==> src/rtl/mouse_scale_sequencer.sv <==
// mouse_scale_sequencer
// Scales raw PS/2 pointer coordinates (960x640 space) down to 96x64 OLED
// pixel coordinates by dividing each axis by DIVISOR and clamping to the
// panel edge. One iterative restoring divider is shared between the axes:
// X is divided first, then Y, and both results are committed together.
//
// Ports:
//   clk          system clock, all state on the rising edge
//   rst_n        asynchronous active-low reset
//   req          new-sample strobe, level sampled every edge
//   xpos, ypos   raw coordinates, valid while req=1
//   x_scale_pos  registered scaled X (clamped to X_MAX)
//   y_scale_pos  registered scaled Y (clamped to Y_MAX)
//   done         one-cycle pulse: scaled outputs just updated
//   busy         high while a conversion is in progress or committing
module mouse_scale_sequencer #(
    parameter int unsigned COORD_W = 12,
    parameter int unsigned OUT_W   = 7,
    parameter int unsigned DIVISOR = 10,
    parameter int unsigned X_MAX   = 95,
    parameter int unsigned Y_MAX   = 63
) (
    input  logic               clk,
    input  logic               rst_n,
    input  logic               req,
    input  logic [COORD_W-1:0] xpos,
    input  logic [COORD_W-1:0] ypos,
    output logic [OUT_W-1:0]   x_scale_pos,
    output logic [OUT_W-1:0]   y_scale_pos,
    output logic               done,
    output logic               busy
);

    localparam int unsigned REM_W = COORD_W + 1;
    localparam int unsigned CNT_W = (COORD_W > 1) ? $clog2(COORD_W) : 1;

    localparam logic [1:0] S_IDLE   = 2'd0;
    localparam logic [1:0] S_DIV_X  = 2'd1;
    localparam logic [1:0] S_DIV_Y  = 2'd2;
    localparam logic [1:0] S_COMMIT = 2'd3;

    localparam logic [REM_W-1:0]   DIV_V    = REM_W'(DIVISOR);
    localparam logic [COORD_W-1:0] XMAX_V   = COORD_W'(X_MAX);
    localparam logic [COORD_W-1:0] YMAX_V   = COORD_W'(Y_MAX);
    localparam logic [CNT_W-1:0]   LAST_CNT = CNT_W'(COORD_W - 1);

    logic [1:0]         state;
    logic [1:0]         state_nxt;

    // divider datapath
    logic [COORD_W-1:0] dvd;
    logic [COORD_W-1:0] rem;
    logic [COORD_W-1:0] quo;
    logic [CNT_W-1:0]   cnt;
    logic [COORD_W-1:0] lat_y;
    logic [COORD_W-1:0] qx;

    // coalesced request captured while busy (latest wins)
    logic               pend;
    logic [COORD_W-1:0] pend_x;
    logic [COORD_W-1:0] pend_y;

    // one restoring step
    logic [REM_W-1:0]   trial;
    logic               q_bit;
    logic [COORD_W-1:0] rem_nxt;
    logic [COORD_W-1:0] quo_nxt;
    logic               last_iter;

    // FSM control
    logic               start;
    logic               next_y;
    logic               iter;
    logic               set_pend;
    logic               clr_pend;
    logic               commit;
    logic [COORD_W-1:0] src_x;
    logic [COORD_W-1:0] src_y;

    // Shift the next dividend bit into the partial remainder and trial-subtract.
    always_comb begin
        trial     = {rem, dvd[COORD_W-1]};
        q_bit     = (trial >= DIV_V);
        rem_nxt   = q_bit ? COORD_W'(trial - DIV_V) : COORD_W'(trial);
        quo_nxt   = {quo[COORD_W-2:0], q_bit};
        last_iter = (cnt == LAST_CNT);
    end

    // State register.
    always_ff @(posedge clk or negedge rst_n) begin
        if (!rst_n) begin
            state <= S_IDLE;
        end else begin
            state <= state_nxt;
        end
    end

    // Next state and datapath control.
    always_comb begin
        state_nxt = state;
        start     = 1'b0;
        next_y    = 1'b0;
        iter      = 1'b0;
        set_pend  = 1'b0;
        clr_pend  = 1'b0;
        commit    = 1'b0;
        src_x     = xpos;
        src_y     = ypos;
        case (state)
            S_IDLE: begin
                if (req) begin
                    start     = 1'b1;
                    state_nxt = S_DIV_X;
                end
            end
            S_DIV_X: begin
                iter     = 1'b1;
                set_pend = req;
                if (last_iter) begin
                    next_y    = 1'b1;
                    state_nxt = S_DIV_Y;
                end
            end
            S_DIV_Y: begin
                iter     = 1'b1;
                set_pend = req;
                if (last_iter) begin
                    state_nxt = S_COMMIT;
                end
            end
            S_COMMIT: begin
                commit    = 1'b1;
                state_nxt = S_IDLE;
                // a live request beats the stored one; either way pending is consumed
                if (req) begin
                    start     = 1'b1;
                    clr_pend  = 1'b1;
                    state_nxt = S_DIV_X;
                end else if (pend) begin
                    start     = 1'b1;
                    clr_pend  = 1'b1;
                    src_x     = pend_x;
                    src_y     = pend_y;
                    state_nxt = S_DIV_X;
                end
            end
            default: begin
                state_nxt = S_IDLE;
            end
        endcase
    end

    // Pending request capture.
    always_ff @(posedge clk or negedge rst_n) begin
        if (!rst_n) begin
            pend   <= 1'b0;
            pend_x <= '0;
            pend_y <= '0;
        end else if (set_pend) begin
            pend   <= 1'b1;
            pend_x <= xpos;
            pend_y <= ypos;
        end else if (clr_pend) begin
            pend   <= 1'b0;
        end
    end

    // Shared divider: X first, then the latched Y.
    always_ff @(posedge clk or negedge rst_n) begin
        if (!rst_n) begin
            dvd   <= '0;
            rem   <= '0;
            quo   <= '0;
            cnt   <= '0;
            lat_y <= '0;
            qx    <= '0;
        end else if (start) begin
            dvd   <= src_x;
            lat_y <= src_y;
            rem   <= '0;
            quo   <= '0;
            cnt   <= '0;
        end else if (iter) begin
            if (last_iter) begin
                cnt <= '0;
                rem <= '0;
                if (next_y) begin
                    qx  <= quo_nxt;
                    dvd <= lat_y;
                    quo <= '0;
                end else begin
                    // Y quotient stays in quo until COMMIT
                    quo <= quo_nxt;
                    dvd <= '0;
                end
            end else begin
                dvd <= {dvd[COORD_W-2:0], 1'b0};
                rem <= rem_nxt;
                quo <= quo_nxt;
                cnt <= cnt + CNT_W'(1);
            end
        end
    end

    // Registered outputs; both axes change together, only on COMMIT.
    always_ff @(posedge clk or negedge rst_n) begin
        if (!rst_n) begin
            x_scale_pos <= '0;
            y_scale_pos <= '0;
            done        <= 1'b0;
            busy        <= 1'b0;
        end else begin
            done <= commit;
            busy <= (state_nxt != S_IDLE);
            if (commit) begin
                // clamp at full quotient width before narrowing
                x_scale_pos <= (qx > XMAX_V)  ? OUT_W'(XMAX_V) : OUT_W'(qx);
                y_scale_pos <= (quo > YMAX_V) ? OUT_W'(YMAX_V) : OUT_W'(quo);
            end
        end
    end

endmodule
==> config.mk <==
export PLATFORM = sky130hd
export DESIGN_NAME = mouse_scale_sequencer
export DESIGN_NICKNAME = d
export VERILOG_FILES = /design/src/rtl/mouse_scale_sequencer.sv
export SDC_FILE = /design/constraint.sdc
export NUM_CORES = 1
export LEC_CHECK = 0
export ABC_AREA = 0
export BUFFER_PORTS_ARGS = -buffer_cell sky130_fd_sc_hd__buf_2
export CAP_MARGIN = 20
export CORE_UTILIZATION = 40
export DETAILED_ROUTE_END_ITERATION = 16
export MAX_ROUTING_LAYER = met4
export PLACE_DENSITY = 0.55
export SLEW_MARGIN = 5
export SYNTH_ARGS = -nofsm -noshare
export SYNTH_HDL_FRONTEND = slang
export SYNTH_SLANG_ARGS = --single-unit
export TNS_END_PERCENT = 30
==> constraint.sdc <==
create_clock -name clk -period 2.51 [get_ports clk]
set_input_delay 0.3765 -clock clk [delete_from_list [all_inputs] [get_ports clk]]
set_output_delay 0.3765 -clock clk [all_outputs]
set_load 0.02 [all_outputs]
# [Yosys cells after proc, flatten, opt, wreduce, memory -nomap -nowiden]
# Index checks and enable logic that the tools add are counted.
[word_totals] regBits=107 elab_cells=71 input_bits=27 output_inout_bits=16
[classes] n_eq_ne=4 bitwise_logic=1 add_sub_neg=2 mux=41 reduce_logical=6 n_lt_le_gt_ge=3
[ops] cell="$mux 12" n=18
[ops] cell="$mux 7" n=2
[ops] cell="$ge 13x4->1 const B" n=1
[ops] cell="$mux 1" n=13
[ops] cell="$gt 12x6->1 const B" n=1
[ops] cell="$gt 12x7->1 const B" n=1
[ops] cell="$mux 4" n=3
[ops] cell="$sub 12x4->12 const B" n=1
[ops] cell="$pmux 2 s4" n=1
[ops] cell="$mux 2" n=3
[ops] cell="$reduce_bool 2->1" n=3
[ops] cell="$add 4x1->4 const B" n=1
[ops] cell="$eq 2x2->1 const B" n=2
[ops] cell="$eq 4x4->1 const B" n=1
[ops] cell="$reduce_and 4->1" n=1
[ops] cell="$eq 2x1->1 const B" n=1
[ops] cell="$logic_not 2->1" n=1
[ops] cell="$pmux 1 s2" n=1
[ops] cell="$reduce_or 2->1" n=1
[ops] cell="$not 1->1" n=1

# [Logic depth before layout (Yosys ltp)]
# Gate-level depths: netlist of the first run.
[depth] word_depth=7 ltp_mapped=7 mapped_depth_nobuf=6

# [Worst setup path after synthesis of the first run]
# Ideal clock, no wire load.
[synth_path] path_kind="reg2reg" from="reg state[1]" to="reg pend_x[0]" synth_period_minus_slack_ps=1948 required_time_ps=2385 setup_time_ps=125 path_slack_ps=562 t_arrival_ps=1823 path_stages_with_launch=7 path_cell_list="dfrtp_1 > inv_1 > ha_1 > clkbuf_1 > nand2_1 > clkbuf_1 > mux2_2"
[synth_via] elab_chain_cells=3 word_cells_on_any_way=4 classes_between="2 x eq/ne; 1 x mux; 1 x reduce/logical"
[synth_lines] element="start: declaration" line_no="47" rtl="logic [1:0] state;"
[synth_lines] element="start signal: assignment" line_no="94" rtl="state <= state_nxt;"
[synth_lines] element="$eq 2x2->1 / $eq 2x1->1 (equally long branches)" line_no="109" rtl="case (state)"
[synth_lines] element="$reduce_or 2->1 (no line) (*)"
[synth_lines] element="$mux 1 (*)" line_no="109"
[synth_lines] element="end signal: assignment" line_no="161" rtl="pend_x <= xpos;"
[synth_lines] element="end: declaration" line_no="60" rtl="logic [COORD_W-1:0] pend_x;"
# Every way passes the cells marked *; elsewhere a longest branch is shown, timed or not.
# A chain may end at the register's enable or synchronous reset.

# [Final worst setup path of the first run]
[layout_path] from="reg rem[3]" to="reg quo[0]"
[layout_via] elab_chain_cells=5
[layout_lines] element="start: declaration" line_no="52" rtl="logic [COORD_W-1:0] rem;"
[layout_lines] element="start signal: assignment" line_no="198" rtl="rem <= rem_nxt;"
[layout_lines] element="$ge 13x4->1 (*)" line_no="83" rtl="q_bit = (trial >= DIV_V);"
[layout_lines] element="$mux 12" line_no="187" rtl="if (next_y) begin"
[layout_lines] element="$mux 12 (*)" line_no="184" rtl="if (last_iter) begin"
[layout_lines] element="$mux 12 (*)" line_no="183" rtl="end else if (iter) begin"
[layout_lines] element="$mux 12 (*)" line_no="177" rtl="end else if (start) begin"
[layout_lines] element="end signal: assignment" line_no="193" rtl="quo <= quo_nxt;"
[layout_lines] element="end signal: assignment" line_no="199" rtl="quo <= quo_nxt;"
[layout_lines] element="end: declaration" line_no="53" rtl="logic [COORD_W-1:0] quo;"
# Every way passes the cells marked *; elsewhere a longest branch is shown, timed or not. The select of a mux whose other input is x is not followed.

==> results.sh, run 1 <==
export IMPL_drcViolationCount=0
export IMPL_finalCritPeriodShare_pct=82.0
export IMPL_post_cts_buffers=0
export IMPL_cp_startpoint="rem[3]$_DFFE_PN0P_"
export IMPL_relSlewSlack_pct=52.7
export IMPL_rrSetupSlack_ns=0.45
export IMPL_grt_pass1_wl_um=16900
export IMPL_grt_max_degree=46
export IMPL_htreeDepth=3
export IMPL_drtPass1Iterations=6
export IMPL_io_buffers=42
export IMPL_r2r_end="quo[0]$_DFFE_PN0P_"
export IMPL_grtUsageTotal_pct=17.6
export IMPL_ys_flop_type="dfrtp_1"
export IMPL_core_area_mm2=0.0120
export IMPL_hold_buffers=0
export IMPL_io_pins=43
export IMPL_syn_inst=415
export IMPL_synth_area_mm2=0.00491
export IMPL_die_h_um=113
export IMPL_cts_sinks=107
export IMPL_num_rows=40
export IMPL_cp_end_kind="flop"
export IMPL_ys_warn_count=0
export IMPL_path_clk_slew_ns=0.07
export IMPL_r2r_start="rem[3]$_DFFE_PN0P_"
export IMPL_max_vdd_ir_drop_mv=0.415
export IMPL_crit_arrival_ns=2.30
export IMPL_clock_latency_ns=0.35
export IMPL_dr_total_vias=3338
export IMPL_power_density_mw_per_mm2=719
export IMPL_fin_crit_ns=2.06
export IMPL_fmax_mhz=486
export IMPL_place_congestion=0.799
export IMPL_antenna_left=0
export IMPL_fp_dieArea_mm2=0.0127
export IMPL_die_x_um=113
export IMPL_num_nets_final=494
export IMPL_ctsResizeCount=0
export IMPL_path_max_fanout=8
export IMPL_skew_ns=0.00715
export IMPL_viasPerCell=5.45
export IMPL_leakage_nw=2.55
export IMPL_cts_buffers=9
export IMPL_synth_edf_count=0
export IMPL_avgSynthCellArea_um2=11.8
export IMPL_drv_slew=0
export IMPL_tightest_slew_ns=0.709
export IMPL_hpwl_um=6890
export IMPL_dr_first_iter_drc_count=207
export IMPL_r2r_cells=5
export IMPL_async_flop_share_pct=100
export IMPL_start_kind="flop"
export IMPL_fill_cells=1133
export IMPL_clockBufferDepth=2
export IMPL_grt_pass1_vias=3338
export IMPL_cp_required_ns=2.75
export IMPL_antenna_found_initial=0
export IMPL_ys_seq_area_share_pct=54.5
export IMPL_final_setup_viol_count=0
export IMPL_finalSetupTns_ns=0
export IMPL_hp_class="in -> async"
export IMPL_cts_root_buf="clkbuf_16"
export IMPL_overflow=0
export IMPL_hold_violations=0
export IMPL_crit_type="reg -> reg"
export IMPL_synthDistinctLibCells=56
export IMPL_grt_setup_unrepaired="no"
export IMPL_drv_cap=0
export IMPL_synth_nets=449
export IMPL_initial_utilization_pct=40.9
export IMPL_avgRoutedWirePerCell_um=15.9
export IMPL_n_antenna_cell=0
export IMPL_fin_util_pct=47.2
export IMPL_cts_tree="built"
export IMPL_areaGrowthSynthToFinish_pct=15.4
export IMPL_outcome="finished clean"
export IMPL_synth_seq_cells=107
export IMPL_routed_wl_um=9760
export IMPL_drive_above_1_share_pct=28.4
[worst max-delay path by stage]
stage,end,cells after the start,slack (ns)
floorplan,pend_x[0]$_DFFE_PN0P_,6,0.56
global placement,quo[0]$_DFFE_PN0P_,5,0.51
detailed placement,quo[0]$_DFFE_PN0P_,5,0.46
CTS,quo[0]$_DFFE_PN0P_,5,0.45
global route,quo[11]$_DFFE_PN0P_,5,0.26
finish,quo[0]$_DFFE_PN0P_,5,0.45
[critical path: stages (launching register included)]
cell and delay, ns:
dfrtp_1 0.45, or4_1 0.63, nor3_1 0.29, nor2b_1 0.30, buf_4 0.19, o21ai_0 0.08
[cell type report]
cell class / instances / area, um2 / share of cell area, %
well taps: 147 / 184 / 3.24
clock buffers: 11 / 253 / 4.46
flip-flops and latches: 107 / 2680 / 47.2
clock inverters: 5 / 63.8 / 1.12
repair buffers: 61 / 368 / 6.48
multi-input cells: 272 / 2090 / 36.9
inverters: 9 / 33.8 / 0.596
[routing by layer]
layer | part of all wire, % | vias up | track usage, % | routed length (um)
met4 | 1.3 | 0 | 5.42 | 129
met2 | 46 | 42 | 25.7 | 4480
met1 | 49 | 1651 | 23.8 | 4800
met5 | 0 | - | - | 0
li1 | - | 1634 | - | -
met3 | 3.5 | 11 | 4.82 | 345
[where the power goes]
part / switching [W] / internal [W] / total (W)
clock network: 0.000645 / 0.000839 / 0.00148
registers: 0.000167 / 0.00189 / 0.00205
logic: 0.000249 / 0.000291 / 0.000540
total: 0.00106 / 0.00302 / 0.00408
[through the flow]
stage	cell area, um2	cells	hold slack, ns	setup WS (ns)	power [W]
after floorplan	4910	415	0.0809	0.562	0.00244
after global placement	5360	596	0.414	0.510	0.00262
after detailed placement	5360	596	0.423	0.464	0.00263
after CTS	5670	612	0.0417	0.447	0.00413
after global routing	5670	612	0.0654	0.264	0.00429
final	5670	612	0.0232	0.451	0.00408
[cells by family after synthesis]
kind of cell / Yosys count / share of synthesized area (%)
xor+xnor: 2 / 0.356
fa+ha+maj: 7 / 1.78
simple gates: 96 / 10.3
compound gates: 103 / 15.7
flops: 107 / 54.5
buf+inv: 36 / 3.16
mux: 64 / 14.2
[placed cells by master, fill, tap and decap left out, types with 2 or more instances in the layout]
cell type,Yosys,layout
a21oi_1,19,18
a221oi_1,4,4
a22o_1,18,18
a22oi_1,5,5
a32oi_1,6,6
and3_1,3,3
buf_2,3,41
buf_4,4,19
clkbuf_16,0,9
clkbuf_8,0,2
dfrtp_1,107,107
ha_1,7,7
inv_1,9,9
inv_6,0,3
mux2_2,45,45
mux2i_1,19,19
nand2_1,31,31
nand2b_1,4,4
nand3_1,8,8
nand3b_1,3,3
nor2_1,19,19
nor2b_1,3,3
nor3_1,6,6
nor3b_1,2,2
nor4_1,3,3
o211ai_1,3,3
o21a_1,4,4
o21ai_0,16,16
o22a_1,13,13
o22ai_1,2,2
o41ai_1,3,3
xnor2_1,2,2
[sequential cells by signal, indices dropped and copies added (netlist names)]
name / cells
y_scale_pos: 7
quo: 12
lat_y: 12
qx: 12
rem: 12
dvd: 12
x_scale_pos: 7
pend_x: 12
done: 1
cnt: 4
pend_y: 12
state: 2
busy: 1
pend: 1
[synthesized netlist by cell type (3+ instances only)]
library cell	number	area [um2]
dfrtp_1	107	2680
mux2_2	45	507
nand2_1	31	116
a21oi_1	19	95.1
mux2i_1	19	190
nor2_1	19	71.3
a22o_1	18	158
clkbuf_1	18	67.6
o21ai_0	16	80.1
o22a_1	13	114
inv_1	9	33.8
nand3_1	8	40.0
ha_1	7	87.6
a32oi_1	6	52.6
nor3_1	6	30.0
a22oi_1	5	37.5
a221oi_1	4	35.0
buf_4	4	30.0
nand2b_1	4	25.0
o21a_1	4	30.0
and3_1	3	18.8
buf_2	3	15.0
nand3b_1	3	22.5
nor2b_1	3	18.8
nor4_1	3	18.8
o211ai_1	3	22.5
o41ai_1	3	26.3
(Power assumes the default switching activity.)
==> run 2: changes to the inputs <==
- ABC_AREA: 0 -> 1
- PLACE_DENSITY: 0.55 -> 0.57
- clock period: 2.51 -> 1.82 ns (I/O delays scaled with it)
==> results.sh, run 2 <==
export IMPL_initial_utilization_pct=41.1
export IMPL_die_h_um=116
export IMPL_hp_class="in -> reg"
export IMPL_start_kind="flop"
export IMPL_grt_setup_unrepaired="yes"
export IMPL_num_nets_final=684
export IMPL_fin_cells=827
export IMPL_layout_commonest_cell="nand2_1"
export IMPL_place_congestion=0.834
export IMPL_ys_seq_area_share_pct=51.4
export IMPL_min_path_cells=2
export IMPL_dp_cells=809
export IMPL_grt_max_degree=51
export IMPL_cts_sinks=107
export IMPL_yosysMostFrequentCell="nand2_1"
export IMPL_yosys_area_top_type="dfrtp_1"
export IMPL_n_antenna_cell=0
export IMPL_fmax_mhz=584
export IMPL_dr_first_iter_drc_count=143
export IMPL_drive_above_1_share_pct=21.8
export IMPL_fill_cells=1254
export IMPL_areaGrowthSynthToFinish_pct=14.9
export IMPL_avgRoutedWirePerCell_um=12.9
export IMPL_r2r_end="pend_y[2]$_DFFE_PN0P_"
export IMPL_cp_required_ns=2.08
export IMPL_drv_slew=0
export IMPL_multi_input_area_mm2=0.00209
export IMPL_crit_arrival_ns=1.97
export IMPL_relSlewSlack_pct=68.2
export IMPL_holdPathEnd="pend_x[9]$_DFFE_PN0P_"
export IMPL_skew_ns=0.00855
export IMPL_core_area_mm2=0.0127
export IMPL_outcome="finished clean"
export IMPL_synth_area_mm2=0.00521
export IMPL_power_density_mw_per_mm2=914
export IMPL_viasPerCell=4.78
export IMPL_ys_flop_type="dfrtp_1"
export IMPL_synth_nets=631
export IMPL_synth_top_family_by_area="simple AND/OR/NAND/NOR gates"
export IMPL_final_setup_viol_count=0
export IMPL_path_cells="inv_1 > ha_2 > nand2_2 > buf_4 > o21ai_0"
export IMPL_drcViolationCount=0
export IMPL_fin_crit_ns=1.71
export IMPL_muxShareOfSynthArea_pct=1.51
export IMPL_drtPass1Iterations=4
export IMPL_finalCritPeriodShare_pct=94.1
export IMPL_routed_wl_um=10700
export IMPL_cts_tree="built"
export IMPL_ff_latch_area_mm2=0.00268
export IMPL_grtUsageTotal_pct=18.5
export IMPL_cts_buffers=9
export IMPL_rrSetupSlack_ns=0.11
export IMPL_synth_xor_xnor_area_share_pct=0.840
export IMPL_slowest_delay_ns=0.40
export IMPL_fp_dieArea_mm2=0.0135
export IMPL_async_flop_share_pct=100
export IMPL_drv_cap=0
export IMPL_synthSimpleGateAreaFrac_pct=20.8
export IMPL_clockBufferDepth=2
export IMPL_dr_wl_met3_um=276
export IMPL_slowest_stage="dfrtp_1"
export IMPL_overflow=0
export IMPL_io_pins=43
export IMPL_synthDistinctLibCells=36
export IMPL_min_from="xpos[9]"
export IMPL_p_total_w=0.00548
export IMPL_cts_root_buf="clkbuf_16"
export IMPL_synthAdderAreaFrac_pct=1.68
export IMPL_synth_top_area_share_pct=51.4
export IMPL_clock_latency_ns=0.35
export IMPL_ys_warn_count=0
export IMPL_synth_commonest_cells="nand2_1, dfrtp_1, inv_1"
export IMPL_top_layer="met4"
export IMPL_synth_compound_area_share_pct=15.1
export IMPL_grt_pass1_wl_um=18500
export IMPL_hold_violations=0
export IMPL_tightest_slew_ns=0.472
export IMPL_grt_pass1_vias=3930
export IMPL_routed_wl_met2_um=4830
export IMPL_whs_ns=0.168
export IMPL_num_rows=41
export IMPL_synth_seq_cells=107
export IMPL_finalSetupTns_ns=0
export IMPL_wl_met1_um=5330
export IMPL_avgSynthCellArea_um2=8.73
export IMPL_antenna_found_initial=0
export IMPL_crit_type="reg -> reg"
export IMPL_synthTopCellsByArea="dfrtp_1, nand2_1, o21ai_0"
export IMPL_max_vdd_ir_drop_mv=0.402
export IMPL_synth_edf_count=0
export IMPL_io_buffers=42
export IMPL_dr_total_vias=3953
export IMPL_cp_end_kind="flop"
export IMPL_hpwl_um=7700
export IMPL_antenna_left=0
export IMPL_path_max_fanout=20
export IMPL_path_clk_slew_ns=0.07
export IMPL_final_cell_mix="nand2_1, dfrtp_1, inv_1, o21ai_0, nor2_1"
export IMPL_syn_inst=597
export IMPL_leakage_nw=2.96
export IMPL_die_x_um=116
export IMPL_htreeDepth=3
export IMPL_r2r_start="state[1]$_DFF_PN0_"
export IMPL_r2r_cells=5
## run 2: changes by cell type in the layout (fill, tap and decap cells not counted), sizes merged, moves of 7 or more
cell,change
nand2,+131
inv,+60
o21ai,+60
mux2,-38
nor2,+28
nand3,+25
mux2i,-19
a22o,-17
o22a,-13
o22ai,+9
a31oi,+7
## run 2: per-stage QoR
step | util [%] | setup WS [ns] | area, um2
final | 47.3 | 0.107 | 5990
after global routing | 47.3 | -0.0401 | 5990
after CTS | 47.1 | 0.0180 | 5970
after detailed placement | 44.7 | 0.0340 | 5670
after global placement | 44.7 | 0.0970 | 5670
after floorplan | - | 0.140 | 5210
## run 2: critical path, delay by kind of cell (launching register included)
family | cells | cell delay, ns
compound gates | 1 | 0.18
fa+ha+maj | 1 | 0.39
buf+inv | 2 | 0.40
flops | 1 | 0.40
simple gates | 1 | 0.25
## run 2: final cells by class
| cell class | count | area share [%] |
|---|---|---|
| Clock buffer | 13 | 4.18 |
| Clock inverter | 3 | 0.773 |
| Inverter | 72 | 4.55 |
| Multi-Input combinational cell | 392 | 34.9 |
| Sequential cell | 107 | 44.7 |
| Tap cell | 172 | 3.59 |
| Timing Repair Buffer | 68 | 7.33 |
## run 2: metal layers
layer / global-route usage (%) / up-vias
met5: - / -
met4: 8.63 / 0
met3: 2.85 / 17
met2: 28.6 / 63
met1: 24.1 / 1833
li1: - / 2040
## run 2: repair_timing
item                                   in CTS  in global routing
buffers inserted                            0                  1
gates resized for setup                     0                  6
hold buffers                                1                  0
setup endpoints to repair                   0                 45
endpoints found under the hold margin      10                  0
## run 2: logic make-up (layout without fill, tap and decap cells)
group           after synthesis  count (layout)
fa+ha+maj                     7               7
flops                       107             107
buf+inv                      98             156
compound gates              127             127
xor+xnor                      5               5
mux                           7               7
simple gates                246             246
## run 2: worst max path at each step
stage	from	end	slack, ns
detailed placement	state[0]$_DFF_PN0_	pend_y[2]$_DFFE_PN0P_	0.03
global placement	state[0]$_DFF_PN0_	pend_x[3]$_DFFE_PN0P_	0.1
CTS	state[0]$_DFF_PN0_	pend_y[2]$_DFFE_PN0P_	0.02
finish	state[1]$_DFF_PN0_	pend_y[2]$_DFFE_PN0P_	0.11
global route	state[1]$_DFF_PN0_	pend_y[2]$_DFFE_PN0P_	-0.04
floorplan	state[0]$_DFF_PN0_	pend_x[0]$_DFFE_PN0P_	0.14
## run 2: where the power goes
group	internal [W]	switching, W
sequential	0.00258	0.000138
clock	0.00111	0.000859
combinational	0.000304	0.000483
total	0.00399	0.00148
==> run 3: changes to the inputs <==
==> constraint.sdc (replaced) <==
create_clock -name clk -period 1.82 [get_ports clk]
set_input_delay 0.364 -clock clk [delete_from_list [all_inputs] [get_ports clk]]
set_output_delay 0.364 -clock clk [all_outputs]
set_load 0.02 [all_outputs]
==> results.sh, run 3 (synthesized netlist as in run 2, its figures left out) <==
export IMPL_outcome="finished clean"
export IMPL_final_cell_mix="nand2_1, dfrtp_1, inv_1, o21ai_0, nor2_1"
export IMPL_core_area_mm2=0.0127
export IMPL_intPower_w=0.00398
export IMPL_max_vdd_ir_drop_mv=0.495
export IMPL_holdPathEnd="pend_x[2]$_DFFE_PN0P_"
export IMPL_hold_violations=0
export IMPL_io_buffers=42
export IMPL_r2r_start="rem[0]$_DFFE_PN0P_"
export IMPL_cp_required_ns=2.06
export IMPL_tightest_slew_ns=0.511
export IMPL_io_pins=43
export IMPL_avgRoutedWirePerCell_um=12.9
export IMPL_die_x_um=116
export IMPL_p_total_w=0.00546
export IMPL_min_path_cells=2
export IMPL_r2r_end="rem[3]$_DFFE_PN0P_"
export IMPL_finalCritPeriodShare_pct=92.0
export IMPL_cts_buffers=9
export IMPL_drive_above_1_share_pct=21.9
export IMPL_overflow=0
export IMPL_power_density_mw_per_mm2=910
export IMPL_rrSetupSlack_ns=0.14
export IMPL_final_setup_viol_count=0
export IMPL_drv_slew=0
export IMPL_seqPwrFrac_pct=49.8
export IMPL_dp_cells=809
export IMPL_htreeDepth=3
export IMPL_finalSetupTns_ns=0
export IMPL_drv_cap=0
export IMPL_skew_ns=0.00857
export IMPL_cts_tree="built"
export IMPL_fill_cells=1235
export IMPL_drtPass1Iterations=4
export IMPL_min_from="xpos[2]"
export IMPL_grt_setup_unrepaired="no"
export IMPL_num_rows=41
export IMPL_start_kind="flop"
export IMPL_hp_class="in -> reg"
export IMPL_clockBufferDepth=2
export IMPL_fmax_mhz=597
export IMPL_grt_pass1_wl_um=18300
export IMPL_drcViolationCount=0
export IMPL_routed_wl_um=10700
export IMPL_crit_arrival_ns=1.92
export IMPL_fp_dieArea_mm2=0.0135
export IMPL_areaGrowthSynthToFinish_pct=15.1
export IMPL_initial_utilization_pct=41.1
export IMPL_viasPerCell=4.77
export IMPL_place_congestion=0.842
export IMPL_path_max_fanout=13
export IMPL_fin_cells=826
export IMPL_cts_root_buf="clkbuf_16"
export IMPL_r2r_cells=11
export IMPL_fin_crit_ns=1.68
export IMPL_path_clk_slew_ns=0.07
export IMPL_relSlewSlack_pct=65.6
export IMPL_antenna_left=0
export IMPL_num_nets_final=684
export IMPL_clock_latency_ns=0.36
export IMPL_grt_pass1_vias=3837
export IMPL_leakage_nw=2.96
export IMPL_grtUsageTotal_pct=18.4
export IMPL_dr_first_iter_drc_count=235
export IMPL_layout_commonest_cell="nand2_1"
export IMPL_switchingPower_w=0.00148
export IMPL_hpwl_um=7480
export IMPL_pwr_share_comb_pct=14.4
export IMPL_n_antenna_cell=0
export IMPL_p_clk_share_pct=35.8
export IMPL_grt_max_degree=59
export IMPL_antenna_found_initial=0
export IMPL_ff_latch_area_mm2=0.00268
export IMPL_multi_input_area_mm2=0.00210
export IMPL_dp_worst_setup_slack_ns=0.0487
export IMPL_setup_slack_ns=0.145
export IMPL_crit_type="reg -> reg"
export IMPL_p_sw_share_pct=27.1
export IMPL_dr_total_vias=3940
export IMPL_die_h_um=116
export IMPL_cp_end_kind="flop"
export IMPL_cts_sinks=107
## run 3: cell count changes in the layout (fill, tap and decap cells not counted)
cell        previous run  this run
clkbuf_1               3         1
clkinv_2               0         2
clkinvlp_4             1         0
ha_1                   6         5
ha_4                   0         1
inv_1                 56        58
inv_2                 14        11
inv_4                  1         2
## run 3: layout make-up
class	instances	area share (%)
clock buffer	11	4.05
clock inverter	4	0.813
inverter	72	4.59
multi-input combinational	392	35.0
sequential	107	44.6
tap	172	3.59
timing repair buffer	68	7.32
## run 3: worst max-delay path by stage
stage	slack (ns)	from	to
finish	0.14	rem[0]$_DFFE_PN0P_	rem[3]$_DFFE_PN0P_
global route	0.001	cnt[0]$_DFFE_PN0P_	dvd[1]$_DFFE_PN0P_
CTS	0.04	state[0]$_DFF_PN0_	pend_y[7]$_DFFE_PN0P_
detailed placement	0.05	state[0]$_DFF_PN0_	pend_y[7]$_DFFE_PN0P_
global placement	0.1	state[0]$_DFF_PN0_	pend_x[3]$_DFFE_PN0P_
floorplan	0.14	state[0]$_DFF_PN0_	pend_x[0]$_DFFE_PN0P_
## run 3: worst max-delay path, stage by stage, from the launching register on
cell,delay (ns)
dfrtp_1,0.41
inv_1,0.13
ha_2,0.23
nor2_4,0.06
nor2_2,0.12
nand2_2,0.11
nor2_4,0.13
nand2_4,0.15
nand2_1,0.09
nand2_1,0.05
nand2_1,0.05
nand2_1,0.04
## run 3: stage by stage
| stage | hold WS (ns) | area, um2 | util, % |
|---|---|---|---|
| global route | 0.249 | 6000 | 47.3 |
| finish | 0.251 | 6000 | 47.3 |
| CTS | 0.242 | 5970 | 47.1 |
| detailed placement | 0.175 | 5670 | 44.7 |
| global placement | 0.176 | 5670 | 44.7 |
| floorplan | 0.0684 | 5210 | - |
## run 3: repair_timing
action,CTS,global route
hold buffers,1,0
gates resized for setup,0,8
setup endpoints to repair,0,49
endpoints found under the hold margin,2,0
setup buffers,0,1
## run 3: layer usage
metal / global-route usage [%] / share of wire [%] / vias to the layer above / routed length [um]
li1: - / - / 2039 / -
met1: 23.5 / 49 / 1838 / 5270
met2: 28.5 / 46 / 52 / 4940
met3: 3.22 / 3.0 / 11 / 323
met4: 8.72 / 1.3 / 0 / 142
met5: - / 0 / - / 0
## run 3: power groups by stage
stage	Sequential (W)	Clock [W]	Combinational [W]
2_1_floorplan	0.00273	0	0.000598
3_3_place_gp	0.00276	0	0.000782
3_5_place_dp	0.00276	0	0.000793
4_1_cts	0.00272	0.00201	0.000795
5_1_grt	0.00275	0.00211	0.000912
6_report	0.00272	0.00195	0.000787
